**src/rtl/robo_tracker.sv**
```systemverilog
// Passive pose/command tracker for the robot controller outputs.
// Optional stuck-robot detection is compiled in when TRACKER_STUCK_EN is defined.
module robo_tracker #(
  parameter int GRID_W    = 16,
  parameter int GRID_H    = 16,
  parameter int START_ROW = 0,
  parameter int START_COL = 0,
  parameter int START_DIR = 2,
  parameter int CNT_W     = 16,
  localparam int RW = (GRID_H > 1) ? $clog2(GRID_H) : 1,
  localparam int CW = (GRID_W > 1) ? $clog2(GRID_W) : 1
) (
  input  logic             clock,
  input  logic             reset,
  input  logic             avancar,
  input  logic             girar,
  input  logic             remover,
  output logic [RW-1:0]    row,
  output logic [CW-1:0]    col,
  output logic [1:0]       dir,
  output logic [CNT_W-1:0] step_count,
  output logic [CNT_W-1:0] turn_count,
  output logic [CNT_W-1:0] remove_count,
  output logic [CNT_W-1:0] lap_count,
  output logic             lap_done,
  output logic             illegal_cmd,
  output logic             out_of_bounds
`ifdef TRACKER_STUCK_EN
  ,
  output logic             stuck
`endif
);

  typedef enum logic [1:0] {DIR_N, DIR_E, DIR_S, DIR_W} dir_e;

  localparam logic [RW-1:0] ROW_START = RW'(START_ROW);
  localparam logic [CW-1:0] COL_START = CW'(START_COL);
  localparam dir_e          DIR_START = dir_e'(2'(START_DIR));
  localparam logic [RW-1:0] ROW_LAST  = RW'(GRID_H - 1);
  localparam logic [CW-1:0] COL_LAST  = CW'(GRID_W - 1);

  logic [RW-1:0]    row_q, row_d;
  logic [CW-1:0]    col_q, col_d;
  dir_e             dir_q, dir_d;
  logic [CNT_W-1:0] step_q, step_d, turn_q, turn_d;
  logic [CNT_W-1:0] remove_q, remove_d, lap_q, lap_d;
  logic             lap_done_q, lap_done_d;
  logic             illegal_q, illegal_d;
  logic             oob_q, oob_d;
  logic             moved_q, moved_d;
  logic             pose_changed;
  logic             multi_cmd;
  logic             blocked;

  function automatic logic [CNT_W-1:0] sat_inc(input logic [CNT_W-1:0] v);
    return (v == '1) ? v : v + CNT_W'(1);
  endfunction

`ifdef TRACKER_STUCK_EN
  logic [2:0] run_q, run_d;
  logic       stuck_q, stuck_d;
`endif

  assign multi_cmd = (avancar & girar) | (avancar & remover) | (girar & remover);

  always_comb begin
    row_d        = row_q;
    col_d        = col_q;
    dir_d        = dir_q;
    step_d       = step_q;
    turn_d       = turn_q;
    remove_d     = remove_q;
    lap_d        = lap_q;
    lap_done_d   = 1'b0;
    illegal_d    = illegal_q;
    oob_d        = oob_q;
    moved_d      = moved_q;
    pose_changed = 1'b0;
    blocked      = 1'b0;
`ifdef TRACKER_STUCK_EN
    run_d        = run_q;
    stuck_d      = stuck_q;
`endif

    if (multi_cmd) begin
      illegal_d = 1'b1;
    end else if (girar) begin
      dir_d        = dir_e'(dir_q + 2'd1);
      turn_d       = sat_inc(turn_q);
      pose_changed = 1'b1;
`ifdef TRACKER_STUCK_EN
      if (run_q != 3'd7) run_d = run_q + 3'd1;
`endif
    end else if (avancar) begin
      unique case (dir_q)
        DIR_N: if (row_q == '0)      blocked = 1'b1; else row_d = row_q - RW'(1);
        DIR_E: if (col_q == COL_LAST) blocked = 1'b1; else col_d = col_q + CW'(1);
        DIR_S: if (row_q == ROW_LAST) blocked = 1'b1; else row_d = row_q + RW'(1);
        DIR_W: if (col_q == '0)      blocked = 1'b1; else col_d = col_q - CW'(1);
        default: blocked = 1'b1;
      endcase
      if (blocked) begin
        oob_d = 1'b1;
      end else begin
        step_d       = sat_inc(step_q);
        moved_d      = 1'b1;
        pose_changed = 1'b1;
`ifdef TRACKER_STUCK_EN
        run_d        = '0;
`endif
      end
    end else if (remover) begin
      remove_d = sat_inc(remove_q);
    end

    // moved_q (pre-update) gates the lap so the advance that first leaves start cannot count.
    if (pose_changed && moved_q && row_d == ROW_START && col_d == COL_START &&
        dir_d == DIR_START) begin
      lap_done_d = 1'b1;
      lap_d      = sat_inc(lap_q);
      moved_d    = 1'b0;
    end

`ifdef TRACKER_STUCK_EN
    if (run_d >= 3'd4) stuck_d = 1'b1;
`endif
  end

  always_ff @(posedge clock) begin
    if (reset) begin
      row_q      <= ROW_START;
      col_q      <= COL_START;
      dir_q      <= DIR_START;
      step_q     <= '0;
      turn_q     <= '0;
      remove_q   <= '0;
      lap_q      <= '0;
      lap_done_q <= 1'b0;
      illegal_q  <= 1'b0;
      oob_q      <= 1'b0;
      moved_q    <= 1'b0;
`ifdef TRACKER_STUCK_EN
      run_q      <= '0;
      stuck_q    <= 1'b0;
`endif
    end else begin
      row_q      <= row_d;
      col_q      <= col_d;
      dir_q      <= dir_d;
      step_q     <= step_d;
      turn_q     <= turn_d;
      remove_q   <= remove_d;
      lap_q      <= lap_d;
      lap_done_q <= lap_done_d;
      illegal_q  <= illegal_d;
      oob_q      <= oob_d;
      moved_q    <= moved_d;
`ifdef TRACKER_STUCK_EN
      run_q      <= run_d;
      stuck_q    <= stuck_d;
`endif
    end
  end

  assign row           = row_q;
  assign col           = col_q;
  assign dir           = dir_q;
  assign step_count    = step_q;
  assign turn_count    = turn_q;
  assign remove_count  = remove_q;
  assign lap_count     = lap_q;
  assign lap_done      = lap_done_q;
  assign illegal_cmd   = illegal_q;
  assign out_of_bounds = oob_q;
`ifdef TRACKER_STUCK_EN
  assign stuck         = stuck_q;
`endif

endmodule

```
**config.mk**
```make
export PLATFORM = sky130hd
export DESIGN_NAME = robo_tracker
export DESIGN_NICKNAME = d
export VERILOG_FILES = /design/src/rtl/robo_tracker.sv
export SDC_FILE = /design/constraint.sdc
export NUM_CORES = 1
export LEC_CHECK = 0
export CAP_MARGIN = 10
export CORE_MARGIN = 4
export CORE_UTILIZATION = 45
export CTS_CLUSTER_DIAMETER = 40
export DETAILED_ROUTE_END_ITERATION = 10
export PLACE_DENSITY = 0.82
export RECOVER_POWER = 100
export SLEW_MARGIN = 25
export SYNTH_ARGS = -nofsm -noshare
export SYNTH_HDL_FRONTEND = slang
export SYNTH_SLANG_ARGS = --single-unit
```
**constraint.sdc**
```tcl
create_clock -name clock -period 4 [get_ports clock]
set_clock_uncertainty 0.15 [all_clocks]
set_input_delay 0.6 -clock clock [delete_from_list [all_inputs] [get_ports clock]]
set_output_delay 0.6 -clock clock [all_outputs]
set_load 0.05 [all_outputs]
```
==> results of run 1 <==
-- sequential cells by signal, summed over array words and instances, names as in the netlist --
| register | count |
|---|---|
| col | 4 |
| illegal_cmd | 1 |
| row | 4 |
| step_count | 16 |
| out_of_bounds | 1 |
| lap_done | 1 |
| turn_count | 16 |
| moved_q | 1 |
| lap_count | 16 |
| dir | 2 |
| remove_count | 16 |
-- layout make-up --
type | instances | area, sq um | area share
Inverter | 16 | 60.1 | 0.0116
Clock buffer | 10 | 128 | 0.0248
Sequential cell | 78 | 1560 | 0.303
Multi-Input combinational cell | 370 | 2320 | 0.450
Timing Repair Buffer | 91 | 865 | 0.168
Tap cell | 108 | 135 | 0.0262
Clock inverter | 6 | 86.3 | 0.0167
-- cell families (layout without fill, tap and decap cells) --
kind of cell | Yosys count | count (layout)
muxes | 4 | 4
xor gates and xnor gates | 41 | 41
DFF | 78 | 78
and+or+nand+nor | 237 | 237
adders and majority gates | 12 | 12
buffers and inverters | 41 | 123
AOI/OAI and AO/OA | 76 | 76
-- synth_stat cells (3+ instances only) --
cell | n | share of area
and2_1 | 5 | 0.0077
xor2_1 | 23 | 0.050
o21ai_0 | 18 | 0.022
o211ai_1 | 8 | 0.015
nand4_1 | 26 | 0.040
dfxtp_1 | 78 | 0.38
nor3b_1 | 3 | 0.0056
clkbuf_1 | 18 | 0.017
nand3_1 | 26 | 0.032
buf_2 | 3 | 0.0037
inv_1 | 16 | 0.015
mux2i_1 | 4 | 0.0099
a21oi_1 | 22 | 0.027
ha_1 | 12 | 0.037
and3_1 | 6 | 0.0093
nand2_1 | 33 | 0.031
or3_1 | 15 | 0.023
nand3b_1 | 5 | 0.0093
or4_1 | 5 | 0.0093
and4b_1 | 3 | 0.0074
buf_1 | 3 | 0.0028
nor3_1 | 8 | 0.0099
nor2_1 | 68 | 0.063
nor4_1 | 4 | 0.0062
o2111ai_1 | 3 | 0.0065
xnor2_1 | 18 | 0.039
and4_1 | 9 | 0.019
nor2b_1 | 5 | 0.0077
-- critical path, stage by stage --
cell and delay, ps:
dlygate4sd3_1 590, clkbuf_1 250, or3b_1 400, a211o_1 290, a211o_1 340, nor4_2 250
nand4_1 350, o311ai_0 450, o41ai_1 140
-- power by group --
part / switching, uW / internal, uW
logic: 71.4 / 35.7
clock network: 286 / 351
registers: 7.34 / 782
total: 365 / 1170
-- how the worst max path moves through the flow --
| stage | from | end | slack (ps) | depth (start not counted) |
|---|---|---|---|---|
| 2_1_floorplan | dir[0]$_SDFF_PP0_ | lap_count[8]$_SDFFE_PP0P_ | 500 | 11 |
| 3_3_place_gp | avancar | lap_count[4]$_SDFFE_PP0P_ | 360 | 9 |
| 3_5_place_dp | avancar | lap_count[4]$_SDFFE_PP0P_ | 280 | 9 |
| 4_1_cts | dir[0]$_SDFF_PP0_ | lap_count[4]$_SDFFE_PP0P_ | 500 | 9 |
| 5_1_grt | avancar | step_count[15]$_SDFFE_PP0P_ | 160 | 9 |
| 6_report | avancar | lap_count[14]$_SDFFE_PP0P_ | 400 | 9 |
-- metal layers --
layer,track usage,vias up,part of all wire
met5,0,-,0
met4,0.0657,0,0.019
li1,-,1918,-
met1,0.256,1802,0.44
met2,0.316,114,0.49
met3,0.0372,17,0.051
-- through the flow --
stage | instance area, sq um | total power, uW | hold WS [ps]
2_1_floorplan | 4060 | 884 | 315
3_3_place_gp | 4970 | 916 | 306
3_5_place_dp | 4970 | 919 | 315
4_1_cts | 5180 | 1550 | 339
5_1_grt | 5160 | 1590 | 385
6_report | 5160 | 1530 | 326
==> metrics.csv, run 1 <==
metric;value;unit
status;complete, but fails checks;
failing checks;capacitance limit, slew limit;
cell area after synthesis;0.00406;sq mm
DP Wirelength;7.31;mm
Critical Path RT;4060;ps
GPL Wtd Cong;0.933;
Distinct cells, synth;60;
Inserted Diodes;0;
pwr dens;297;mW/mm^2
DRC errors left;0;
Hold Path Class;flip-flop to flip-flop;
hold path endpoint;illegal_cmd$_SDFFE_PP0P_;
syn avg cell area;8.30;sq um
gr ovfl total;0;
most frequent cells in the layout;78 x dfxtp_1, 78 x dlygate4sd3_1, 68 x nor2_1, 33 x nand2_1;
largest family of logic cells by synthesized area;simple AND/OR/NAND/NOR gates;
worst reg2reg startpoint;dir[0]$_SDFF_PP0_;
Chip Width;103;um
FP Rows;34;
Vias;3851;
utilization after layout;0.588;
Max Cap Viol;2;
r2r worst-path depth;9;
RSZ-0062 raised after global routing;false;
Worst-Margin Slew;1590;ps
Max Freq;278;MHz
proportion of synthesized area in mux cells;0.00987;
Starting DRT DRC Count;167;
Post-synth top flop;dfxtp_1;
Synth Instances;489;
CTS sink cnt;78;
reg2reg setup slack;490;ps
period utilisation layout;0.899;
post-synthesis sequential area ratio;0.385;
first-pass GRT wire length;16.7;mm
fraction of layout cells with a size suffix above 1;0.0490;
die area;0.0106;sq mm
Max-slew headroom;-0.0624;
LEAKAGE;0.00203;uW
Num CTS Buffers;9;
Core Region;0.00876;sq mm
Filler Cells Inserted;805;
flops & latches, synth;78;
DP Worst Slack;280;ps
number of enable flip-flop cells after synthesis;0;
fin. max-slew vios;76;
TritonCTS clock tree;built;
Startpoint Class;input pin;
fin worst setup slack;403;ps
post-layout minimum cycle time;3600;ps
Max clock buf depth;2;
Async SR Flop Fraction;0;
WL final;9.94;mm
hold_buf cts;0;
worst r2r dst;lap_count[14]$_SDFFE_PP0P_;
WHS Path Cells;2;
CTS root buffer;clkbuf_8;
placed insts;663;
largest net degree at the start of global routing;38;
TritonRoute pass-1 iters;4;
post-CTS sizing;0;
XOR/XNOR Fraction of Synth Area;0.0885;
setup bufs post-CTS;0;
initial antenna violation count;0;
Max rail drop VDD;0.169;mV
simple-gate share of the synthesized area;0.316;
Critical Path End Type;flip-flop;
synth warn;0;
Area growth, synth to finish;27.1;%
Vias/cell;5.67;
I/O Pins;82;
syn nets;506;
vias in the first global route;3493;
port buffer count;81;
WP data arrival;3660;ps
clk slew on worst S/H paths;80;ps
htree depth;3;
# setup viols final;0;
WS Path Type;input pin to flip-flop;
Worst-Skew Late Latency;340;ps
Total GRT Usage;0.193;
critical hold path startpoint;illegal_cmd$_SDFFE_PP0P_;
WL/cell;14.6;um
Setup Total Neg Slack;0;ps
Final Non-Filler Cells;679;
Post-Synth Adder-Cell Area;0.0370;
Final ANT Viol Nets;0;
complex-gate fraction of the synthesized area;0.123;
Fin. Hold Viols;0;
crit path max fanout;12;
Die Height;103;um
Post-layout nets;583;
initial core utilization;0.463;
No activity file was read; power rests on OpenSTA's default activity.
==> run 2: changes to the inputs <==
--- a/config.mk
+++ b/config.mk
@@ -10,6 +10,7 @@
 export CORE_UTILIZATION = 45
 export CTS_CLUSTER_DIAMETER = 40
 export DETAILED_ROUTE_END_ITERATION = 10
+export HOLD_SLACK_MARGIN = 0.12
 export PLACE_DENSITY = 0.82
 export RECOVER_POWER = 100
 export SLEW_MARGIN = 25
==> results of run 2 <==
No change in the layout: final DEF, timing and power equal those of run 1.
